--- config.mk ---
export PLATFORM = sky130hd
export DESIGN_NAME = tcp_tx_datap
export DESIGN_NICKNAME = d
export VERILOG_FILES = /design/src/rtl/tcp_tx_datap.sv
export SDC_FILE = /design/constraint.sdc
export NUM_CORES = 1
export LEC_CHECK = 0
export ABC_AREA = 1
export ABC_CLOCK_PERIOD_IN_PS = 6000
export CAP_MARGIN = 20
export CORE_AREA = 2 2 194 386
export CTS_CLUSTER_DIAMETER = 40
export DETAILED_ROUTE_END_ITERATION = 10
export DIE_AREA = 0 0 196 388
export PLACE_DENSITY = 0.66
export SETUP_SLACK_MARGIN = 0.5
export SLEW_MARGIN = 40
export SYNTH_ARGS = -nofsm -noshare
export SYNTH_HDL_FRONTEND = slang
export SYNTH_SLANG_ARGS = --single-unit
--- constraint.sdc ---
create_clock -name clk -period 6 [get_ports clk]
set_clock_uncertainty 0.15 [all_clocks]
set_input_delay 0.6 -clock clk [delete_from_list [all_inputs] [get_ports clk]]
set_output_delay 0.6 -clock clk [all_outputs]
set_load 0.01 [all_outputs]
--- src/rtl/tcp_tx_datap.sv ---
// tcp_tx_datap: TCP transmit datapath; define TCP_TX_DATAP_ZERO_WIN_PROBE_EN to send 1-byte zero-window probes
module tcp_tx_datap #(
  parameter int FLOWID_W = 6,
  parameter int TX_PAYLOAD_PTR_W = 14,
  parameter int MSS = 1460,
  parameter int WIN_W = 16
) (
  input  logic                          clk,
  input  logic                          rst,
  input  logic                          sched_tx_req_val,
  input  logic [FLOWID_W-1:0]           sched_tx_req_flowid,
  input  logic [1:0]                    sched_tx_req_cmd,
  output logic                          sched_tx_req_rdy,
  output logic [FLOWID_W-1:0]           flow_rd_req_addr,
  output logic                          flow_rd_req_val,
  input  logic [31:0]                   tx_state_rd_resp_our_seq,
  input  logic [31:0]                   rx_state_rd_resp_ack_num,
  input  logic [31:0]                   rx_state_rd_resp_their_ack,
  input  logic [WIN_W-1:0]              rx_state_rd_resp_their_win,
  input  logic [TX_PAYLOAD_PTR_W:0]     rx_state_rd_resp_our_win,
  input  logic [TX_PAYLOAD_PTR_W:0]     tx_head_ptr_rd_resp,
  input  logic [TX_PAYLOAD_PTR_W:0]     tx_tail_ptr_rd_resp,
  input  logic [95:0]                   tuple_rd_resp,
  output logic                          tx_state_wr_req_val,
  output logic [FLOWID_W-1:0]           tx_state_wr_req_addr,
  output logic [31:0]                   tx_state_wr_req_seq,
  output logic                          tx_pkt_val,
  input  logic                          tx_pkt_rdy,
  output logic [159:0]                  tx_pkt_hdr,
  output logic [31:0]                   tx_pkt_src_ip,
  output logic [31:0]                   tx_pkt_dst_ip,
  output logic [FLOWID_W-1:0]           tx_pkt_flowid,
  output logic [TX_PAYLOAD_PTR_W-1:0]   tx_pkt_payload_addr,
  output logic [15:0]                   tx_pkt_payload_len,
  output logic                          tx_sched_update_val,
  output logic [FLOWID_W+37:0]          tx_sched_update_cmd
);
  localparam int P = TX_PAYLOAD_PTR_W;
  localparam logic [1:0] NOP = 2'd0, SET = 2'd1, CLR = 2'd2;
  localparam logic [31:0] WIN_MAX = (32'd1 << WIN_W) - 32'd1;
  typedef enum logic [2:0] {IDLE, READ, CALC, SEND, WB} state_t;
  state_t state, state_nx;
  logic [FLOWID_W-1:0] flowid_q;
  logic [1:0] cmd_q;
  logic [31:0] our_seq_q, ack_num_q, their_ack_q, avail_q;
  logic [WIN_W-1:0] their_win_q, win_fld;
  logic [P:0] our_win_q, head_q, tail_q, avail_d, avail_r;
  logic [95:0] tuple_q;
  logic sent_q, adv_q, is_data, is_rt, probe_c, sent_c, adv_c;
  logic [31:0] inflight, win_rem, avail_c, seq_c;
  logic [15:0] len_c;
  function automatic logic [31:0] min3(input logic [31:0] a, input logic [31:0] b, input logic [31:0] c);
    logic [31:0] m;
    m = a < b ? a : b;
    return m < c ? m : c;
  endfunction
  // segment sizing: sequence, payload length and window from the registered flow state
  always_comb begin
    is_data = cmd_q == 2'd1;
    is_rt = cmd_q == 2'd2;
    inflight = our_seq_q - ack_num_q;
    win_rem = inflight >= 32'(their_win_q) ? 32'd0 : 32'(their_win_q) - inflight;
    avail_d = tail_q - our_seq_q[P:0];
    avail_r = tail_q - head_q;
    avail_c = is_rt ? 32'(avail_r) : 32'(avail_d);
`ifdef TCP_TX_DATAP_ZERO_WIN_PROBE_EN
    probe_c = is_data && win_rem == 32'd0 && avail_c != 32'd0;
`else
    probe_c = 1'b0;
`endif
    len_c = probe_c ? 16'd1 : is_data ? 16'(min3(avail_c, win_rem, 32'(MSS))) :
            is_rt ? 16'(min3(avail_c, 32'(their_win_q), 32'(MSS))) : 16'd0;
    seq_c = is_rt ? ack_num_q : our_seq_q;
    win_fld = 32'(our_win_q) > WIN_MAX ? {WIN_W{1'b1}} : WIN_W'(our_win_q);
    sent_c = !(is_data && len_c == 16'd0);
    adv_c = is_data && len_c != 16'd0 && !probe_c;
  end
  // next-state: DATA with nothing sendable skips straight to write-back
  always_comb begin
    state_nx = state;
    case (state)
      IDLE: state_nx = sched_tx_req_val ? READ : IDLE;
      READ: state_nx = CALC;
      CALC: state_nx = sent_c ? SEND : WB;
      SEND: state_nx = tx_pkt_rdy ? WB : SEND;
      WB: state_nx = IDLE;
      default: state_nx = IDLE;
    endcase
  end
  // state register; reset drops any in-flight command
  always_ff @(posedge clk or negedge rst) begin
    if (!rst) state <= IDLE;
    else state <= state_nx;
  end
  // command latch, flow-state capture and packet output registers
  always_ff @(posedge clk or negedge rst) begin
    if (!rst) begin
      flowid_q <= '0;
      cmd_q <= '0;
      our_seq_q <= '0;
      ack_num_q <= '0;
      their_ack_q <= '0;
      their_win_q <= '0;
      our_win_q <= '0;
      head_q <= '0;
      tail_q <= '0;
      tuple_q <= '0;
      avail_q <= '0;
      sent_q <= 1'b0;
      adv_q <= 1'b0;
      tx_pkt_hdr <= '0;
      tx_pkt_src_ip <= '0;
      tx_pkt_dst_ip <= '0;
      tx_pkt_flowid <= '0;
      tx_pkt_payload_addr <= '0;
      tx_pkt_payload_len <= '0;
    end else begin
      if (state == IDLE && sched_tx_req_val) begin
        flowid_q <= sched_tx_req_flowid;
        cmd_q <= sched_tx_req_cmd;
      end
      if (state == READ) begin
        our_seq_q <= tx_state_rd_resp_our_seq;
        ack_num_q <= rx_state_rd_resp_ack_num;
        their_ack_q <= rx_state_rd_resp_their_ack;
        their_win_q <= rx_state_rd_resp_their_win;
        our_win_q <= rx_state_rd_resp_our_win;
        head_q <= tx_head_ptr_rd_resp;
        tail_q <= tx_tail_ptr_rd_resp;
        tuple_q <= tuple_rd_resp;
      end
      if (state == CALC) begin
        avail_q <= avail_c;
        sent_q <= sent_c;
        adv_q <= adv_c;
        tx_pkt_hdr <= {tuple_q[31:16], tuple_q[15:0], seq_c, their_ack_q, 4'd5, 6'd0,
                       2'b01, len_c != 16'd0, 3'b000, 16'(win_fld), 16'd0, 16'd0};
        tx_pkt_src_ip <= tuple_q[95:64];
        tx_pkt_dst_ip <= tuple_q[63:32];
        tx_pkt_flowid <= flowid_q;
        tx_pkt_payload_addr <= seq_c[P-1:0];
        tx_pkt_payload_len <= len_c;
      end
    end
  end
  assign sched_tx_req_rdy = state == IDLE;
  assign flow_rd_req_val = state == IDLE && sched_tx_req_val;
  assign flow_rd_req_addr = state == IDLE ? sched_tx_req_flowid : flowid_q;
  assign tx_pkt_val = state == SEND;
  assign tx_state_wr_req_val = state == WB && adv_q;
  assign tx_state_wr_req_addr = flowid_q;
  assign tx_state_wr_req_seq = our_seq_q + 32'(tx_pkt_payload_len);
  assign tx_sched_update_val = state == WB;
  assign tx_sched_update_cmd = {flowid_q, sent_q ? CLR : NOP,
                                avail_q == 32'(tx_pkt_payload_len) ? CLR : NOP,
                                tx_pkt_payload_len != 16'd0 ? SET : NOP, 32'd0};
endmodule
**Word level (Yosys, flattened, before mapping)**

Cells that the tools add are included.

- Add/subtract/negate cells: 5
- Reduce and logical (&&, ||, !) cells: 9
- Eq/ne operators: 7
- Order comparisons: 5
- Muxes and demuxes: 17

Operators by type and width:

| kind | number |
|---|---|
| 32-bit two-way mux | 3 |
| 16-bit two-way mux | 5 |
| 32-bit by 16-bit adder with 32-bit output | 1 |
| 32-bit by 16-bit == test with 1-bit output | 1 |
| 32-bit by 16-bit >= comparator with 1-bit output | 1 |
| 15-bit by 32-bit < comparator with 1-bit output | 1 |
| 32-bit by 11-bit < comparator with 1-bit output (second input constant) | 1 |
| 16-bit nonzero test | 2 |
| 16-bit by 32-bit subtractor with 32-bit output | 1 |
| 32-bit subtractor | 1 |
| 15-bit subtractor | 2 |
| 16-bit logical NOT | 1 |
| 15-bit by 16-bit < comparator with 1-bit output | 1 |
| 16-bit by 11-bit < comparator with 1-bit output (second input constant) | 1 |
| 15-bit two-way mux | 1 |
| 3-bit one-hot mux with 4 select lines | 1 |
| 3-bit by 2-bit == test with 1-bit output (second input constant) | 2 |
| 3-bit two-way mux | 2 |
| 6-bit two-way mux | 1 |
| 1-bit logical AND | 4 |
| 2-bit two-way mux | 2 |
| 3-bit by 1-bit == test with 1-bit output (second input constant) | 1 |
| 3-bit == test (second input constant) | 1 |
| 3-bit logical NOT | 1 |
| 4 further kinds | 5 |

- Word-level logic and storage cells: 63
- Bits in registers: 513
- Bits of input ports: 265
- Output and inout bits: 353

**Logic depth before layout (Yosys ltp)**

Gate-level depths: netlist of run 1.

- Depth in word-level cells: 12
- Depth in mapped cells: 47
- Mapped depth without buffers: 46

**Worst setup path after synthesis of run 1**

No wires, ideal clock.

- Path kind: register to register
- Start: register cmd_q[0]
- End: register state[0]
- Clock period less this slack: 5.855 ns
- Setup time: 0.135 ns
- Slack: 0.145 ns
- Data arrival time: 5.570 ns
- Data required time: 5.715 ns
- Stages on the path, launching flop included: 41
- Path buffers: 3
- Path through: dfrtp_1 > nor2_1 > clkbuf_1 > clkbuf_1 > nand2_1 > nand2_1 > ha_1 > inv_1 > fa_1 > a21oi_1 > o21bai_1 > nand2_1 > o211ai_1 > nand3_1 > nand2_1 > nand3_1 > nand2_1 > nand2_1 > [5 not listed] > nand2_1 > nor2_1 > a221oi_1 > nand2_1 > clkbuf_1 > o21ai_0 > nand2_1 > or3_1 > nand2_1 > nor2_1 > o211ai_1 > o21ai_0 > nor2_1 > nand2_1 > nor2_2 > nand3_2 > nand2_2 > nand3_1

- Longest elaborated chain between the ends: 12
- Elaborated cells between the ends (all ways): 17
- Those cells by class: order compare: 4; eq/ne: 2; mux: 9; reduce/logical: 2

RTL lines:

| item | RTL line | RTL |
|---|---|---|
| from (decl) | 44 | `logic [1:0] cmd_q;` |
| from (signal assigned) | 120 | `cmd_q <= sched_tx_req_cmd;` |
| 2-bit == test * | 60 | `is_rt = cmd_q == 2'd2;` |
| 15-bit two-way mux * | 65 | `avail_c = is_rt ? 32'(avail_r) : 32'(avail_d);` |
| net avail_c[14] | 50 | `logic [31:0] inflight, win_rem, avail_c, seq_c;` |
| branches (longest 5 deep; another with 15-bit by 32-bit < comparator with 1-bit output) | -- |  |
| 16-bit two-way mux * | 71 | `len_c = probe_c ? 16'd1 : is_data ? 16'(min3(avail_c, win_rem, 32'(MSS))) :` |
| 16-bit logical NOT * | 75 | `sent_c = !(is_data && len_c == 16'd0);` |
| 1-bit logical AND * | 75 |  |
| 3-bit two-way mux * | 84 | `CALC: state_nx = sent_c ? SEND : WB;` |
| 3-bit one-hot mux with 4 select lines * | 81 | `case (state)` |
| net state_nx[0] | 42 | `state_t state, state_nx;` |
| to (signal assigned) | 93 | `else state <= state_nx;` |
| to (decl) | 42 |  |

Mark *: on every way through the listed nets, which the timed path passes.
A chain may end at the register's enable or synchronous reset.

**Worst setup path in the final report of run 1**

Same ends and word-level chain as after synthesis.

==> flow_summary.toml, run 1 <==
[status]
status = "finished with violations"
violations = "setup timing"

[final_layout]
final_nets = 4235
fillers = 6921
final_layout_size_suffix_gt1_frac = 0.176
multi_input_area_um2 = 11800
syn2layout_area_growth_pct = 44.0
seqCellArea_um2 = 12000

[floorplan]
die_h_um = 388
row_count = 140
io_pins = 618
die_width_um = 196
die_area_um2 = 76000
start_util = 0.347
coreArea_um2 = 72900

[logic_synthesis]
synth_cell_types = 55
muxShareOfSynthArea = 0.0231
synthCells = 3120
seq_area_frac_synth = 0.475
avgSynthCellArea_um2 = 8.11
synth_top_area_cell = "dfrtp_1"
synthSimpleGateAreaFrac = 0.191
synth_top_family_by_area = "simple AND/OR/NAND/NOR gates"
synth-compound-area-share = 0.122
async_flop_share = 1.00
synth_common_cells = "nand2_1 (711), dfrtp_1 (480), inv_1 (405)"
synth_top_cell_area_share = 0.475
synth_xor_area_frac = 0.0232
synth.top_cells.by_area = "dfrtp_1 (47%), nand2_1 (11%), inv_1 (6.0%)"
synth-seq-cells = 480
yosysMostFrequentCell = "nand2_1"
synth_edf_count = 0
synth-adder-area-share = 0.0551
synth_flop_cell = "dfrtp_1"
yosysWarnings = 0
synthesis.area_um2 = 25300

[timing]
worstMarginPinSlew_ns = 0.830
fmax_mhz = 166
timing.hold.ws_ns = 0.324
setup_slack_ns = -0.0146
max_slew_margin = 0.447
rsz0062_at_grt = "true"
setup_viol = 3
hold_viol = 0
fin_crit_sh = 1.00
slew_viol_final = 0
layout_min_cycle_time_ns = 6.01

[routing]
drc = 0
vias_per_cell = 4.80
final_antenna_net_count = 0
wirelength_um = 91400
wl_per_cell_um = 18.9
first_iter_violations = 888
first_pass_iters = 5
num_vias = 23200

[setup_path]
crit_family = "simple AND/OR/NAND/NOR gates"
slowest_delay_ns = 0.40
critPathBufInv = 14
critPathSlowestCell = "dfrtp_1"
critical_path_class = "reg2reg"
path_max_fanout = 8
crit_required_ns = 6.34
worst_path_most_repeated_cell = "buf_4"
critPathArrivalTime_ns = 6.36
crit_path_end_kind = "flop"
crit_path_start_kind = "flop"

[grt]
grt_max_degree = 206
grt-ovfl-total = 0
antenna_found_initial = 19
grt_pass1_wl_um = 138000
grt_pass1_vias = 23300
grt_usage = 0.237

[clock_network]
htree_num_levels = 2
cts_root_buf = "clkbuf_16"
cts.clk_slew.worst_paths_ns = 0.07
clock_sinks = 480
clk_path_buf_depth = 3
cts-buffers-inserted = 56
worstSkewPairLatency_ns = 0.63
cts_tree = "built"

[place]
place.gp.congestion = 0.962
hpwl_um = 69800
io_buffers = 537

[flow_run]
drv_cap = 0

[min_path]
hold_class = "reg2reg"
-- cells in the final DEF, fill, tap and decap left out, drive strengths merged, types with 3 or more instances in the layout --
| cell | instances |
|---|---|
| nand3 | 84 |
| clkinv | 20 |
| conb | 80 |
| nor3 | 19 |
| o211ai | 8 |
| xor2 | 43 |
| clkbuf | 71 |
| or2 | 7 |
| a21boi | 3 |
| a211oi | 5 |
| nor4 | 5 |
| inv | 428 |
| mux2 | 52 |
| dlymetal6s2s | 4 |
| o21a | 3 |
| xnor2 | 24 |
| a21oi | 274 |
| a31oi | 3 |
| nor2 | 321 |
| o21bai | 12 |
| fa | 4 |
| o21ai | 264 |
| ha | 105 |
| buf | 279 |
| dfrtp | 480 |
| nand2 | 731 |
| clkinvlp | 5 |
| clkdlybuf4s50 | 525 |
| nand3b | 3 |
| diode | 5 |
| nand4 | 16 |
| dlygate4sd2 | 4 |
| and2 | 3 |
| a21o | 6 |
-- layout make-up --
type / count / share of cell area
antenna: 5 / 0.000344
clock buffer: 70 / 0.0430
clock inverter: 35 / 0.0100
inverter: 420 / 0.0439
multi-input combinational: 2088 / 0.325
sequential: 480 / 0.330
tap: 923 / 0.0317
timing repair buffer: 815 / 0.216
-- logic make-up (layout without fill, tap and decap cells) --
| family | after synthesis | in the layout |
|---|---|---|
| AO/OA/AOI/OAI | 588 | 588 |
| XOR/XNOR | 67 | 67 |
| adder cells (fa/ha/maj) | 109 | 109 |
| buffers and inverters | 635 | 1340 |
| flip-flops | 480 | 480 |
| multiplexers | 52 | 52 |
| other | 1 | 85 |
| AND/OR/NAND/NOR | 1188 | 1192 |
-- layer usage --
metal  global-route usage  vias up  part of all wire  routed length [µm]
li1                     -    11200                 -                   -
met1                0.237    10900              0.34               30900
met2                0.426      861              0.51               46400
met3               0.0620      271             0.073                6650
met4                0.163       28             0.078                7150
met5                    0        -            0.0022                 197
-- final timing paths --
kind	start	to	slack (ns)	depth (start not counted)
setup reg to reg	cmd_q[0]	state[0]	-0.01	42
max in group asynchronous	rst	our_seq_q[6]	4.03	4
hold reg to reg	tx_pkt_flowid[2]	tx_pkt_flowid[2]	0.32	2
hold / removal	tx_pkt_flowid[2]	tx_pkt_flowid[2]	0.32	2
setup / recovery	cmd_q[0]	state[0]	-0.01	42
min in group asynchronous	rst	tx_pkt_src_ip[16]	0.35	2
-- stage by stage --
step	setup slack, ns	util	TNS (ns)	area [µm²]	instances
floorplan	0.501	-	0	25600	3199
global placement	-0.460	0.449	-3.31	32700	4656
detailed placement	-0.543	0.449	-4.17	32700	4657
CTS	0.00852	0.487	0	35500	4798
global route	-0.334	0.500	-1.94	36400	4835
finish	-0.0146	0.500	-0.0173	36400	4836
-- tightest hold or removal path, delay by kind of cell (launching register included) --
family        cells  cell delay [ns]
flops             1             0.34
simple gates      2             0.10
-- registers in the layout (all words and copies together), names as in the netlist, 16 cells and up --
register	count
tx_pkt_hdr	100
their_win_q	16
tuple_q	96
ack_num_q	32
tx_pkt_dst_ip	32
tx_pkt_src_ip	32
tx_pkt_payload_len	16
their_ack_q	32
our_seq_q	32
-- repair_timing --
action                                  CTS  global route
resized for setup                       143           154
endpoints found under the hold margin    71             0
setup buffers                            31            28
endpoints found under the setup margin   31            29
cloned                                    4             3
hold buffers                              1             0
pin swaps                                62            83
Power of run 1 is not shown: default switching activity piles up to over one toggle a cycle in this logic, so the estimate is an artifact.
==> inputs of run 2 (changes only) <==
- CORE_AREA: 2 2 194 386 -> 2 2 314 238
- DIE_AREA: 0 0 196 388 -> 0 0 316 240
==> flow_summary.toml, run 2 (synthesis results as in run 1) <==
[status]
status = "finished, final reports clean"

[floorplan]
coreArea_um2 = 72800
die_width_um = 316
row_count = 86
io_pins = 618
start_util = 0.347
die_area_um2 = 75800
die_h_um = 240

[flow_run]
drv_cap = 0

[place]
io_buffers = 537
place_inst = 4673
place.gp.congestion = 0.955
hpwl_um = 66300
placed_area_um2 = 32500

[routing]
first_pass_iters = 5
num_vias = 23100
first_iter_violations = 1607
final_antenna_net_count = 0
wirelength_um = 88900
vias_per_cell = 4.75
drc = 0
wl_per_cell_um = 18.2

[setup_path]
path_max_fanout = 8
crit_family = "simple AND/OR/NAND/NOR gates"
critPathSlowestCell = "dfrtp_1"
critPathArrivalTime_ns = 6.24
slowest_delay_ns = 0.41
critical_path_class = "reg2reg"
crit_required_ns = 6.33
crit_path_start_kind = "flop"
crit_path_end_kind = "flop"
worst_path_most_repeated_cell = "nand2_1"
critPathBufInv = 5

[grt]
grt_max_degree = 231
antenna_found_initial = 11
grt_usage = 0.226
grt-ovfl-total = 0
grt_pass1_wl_um = 130000
grt_pass1_vias = 21800

[clock_network]
worstSkewPairLatency_ns = 0.62
clk_path_buf_depth = 3
htree_num_levels = 3
clock_sinks = 480
cts_root_buf = "clkbuf_16"
cts_tree = "built"
cts.clk_slew.worst_paths_ns = 0.05
cts-buffers-inserted = 74

[timing]
setup_viol = 0
max_slew_margin = 0.456
fin_setup_tns_ns = 0
slew_viol_final = 0
hold_viol = 0
fmax_mhz = 169
rsz0062_at_grt = "true"
layout_min_cycle_time_ns = 5.92
worstMarginPinSlew_ns = 0.816
fin_crit_sh = 0.986

[final_layout]
multi_input_area_um2 = 11700
final_common_cell = "nand2_1"
seqCellArea_um2 = 12000
final_cell_mix = "nand2_1 (671), clkdlybuf4s50_1 (531), dfrtp_1 (479)"
final_nets = 4215
fillers = 6913
final_cell_area_um2 = 36600
final_layout_size_suffix_gt1_frac = 0.167
top_regs = "tx_pkt_hdr (100), tuple_q (96)"
instances_no_fill = 4874
syn2layout_area_growth_pct = 44.7
largest_reg_flops = 100
largest_register = "tx_pkt_hdr"

[min_path]
hold_class = "reg2reg"
-- run 2: changes by cell type in the layout (fill, tap and decap cells not counted), sizes merged --
cell / before / now
bufbuf: 1 / 0
dlymetal6s2s: 4 / 2
buf: 279 / 238
bufinv: 2 / 4
clkinv: 20 / 22
nor2: 321 / 320
dlygate4sd2: 4 / 3
clkdlybuf4s50: 525 / 531
clkbuf: 71 / 92
inv: 428 / 432
clkinvlp: 5 / 9
-- run 2: final timing paths --
check / endpoint / slack, ns / startpoint / cells past startpoint
setup reg to reg: state[0] / 0.08 / ack_num_q[0] / 41
min in group asynchronous: their_ack_q[19] / 0.36 / rst / 2
max in group asynchronous: tail_q[6] / 3.99 / rst / 4
hold reg to reg: tx_pkt_hdr[46] / 0.32 / tx_pkt_hdr[46] / 2
setup / recovery: state[0] / 0.08 / ack_num_q[0] / 41
hold / removal: tx_pkt_hdr[46] / 0.32 / tx_pkt_hdr[46] / 2
-- run 2: repair_timing --
item	4_1_cts	5_1_grt
setup endpoints to repair	29	28
gates cloned	2	5
buffers inserted	20	28
pin swaps	37	74
hold buffers	1	0
hold endpoints to repair	74	0
gates resized for setup	102	134
-- run 2: cell type report --
type | instances | area share
tap | 968 | 0.0331
multi-input combinational | 2087 | 0.320
timing repair buffer | 778 | 0.205
inverter | 420 | 0.0435
sequential | 480 | 0.328
antenna | 5 | 0.000342
clock inverter | 47 | 0.0153
clock buffer | 89 | 0.0546
-- run 2: worst register-to-register path, delay by kind of cell, from the launching register on --
kind                       cells  cell delay, ns
adders and majority gates      4            1.17
xor gates and xnor gates       1            0.06
DFF                            1            0.41
buffers and inverters          5            0.53
and+or+nand+nor               31            3.43
-- run 2: metal layers --
layer | up-vias | GRT usage | share of wire
met3 | 131 | 0.0655 | 0.089
met1 | 11000 | 0.324 | 0.45
met5 | - | 0 | 0.00088
met2 | 773 | 0.327 | 0.43
met4 | 12 | 0.0665 | 0.022
li1 | 11200 | - | -
-- run 2: metrics by stage --
stage	worst slack (ns)	hold slack (ns)	util
after floorplan	0.501	0.154	-
after global placement	0.00323	0.304	0.446
after detailed placement	-0.0490	0.311	0.446
after CTS	0.133	0.324	0.489
after global routing	-0.282	0.352	0.502
final	0.0826	0.320	0.502
Power of run 2 is left out for the same reason.
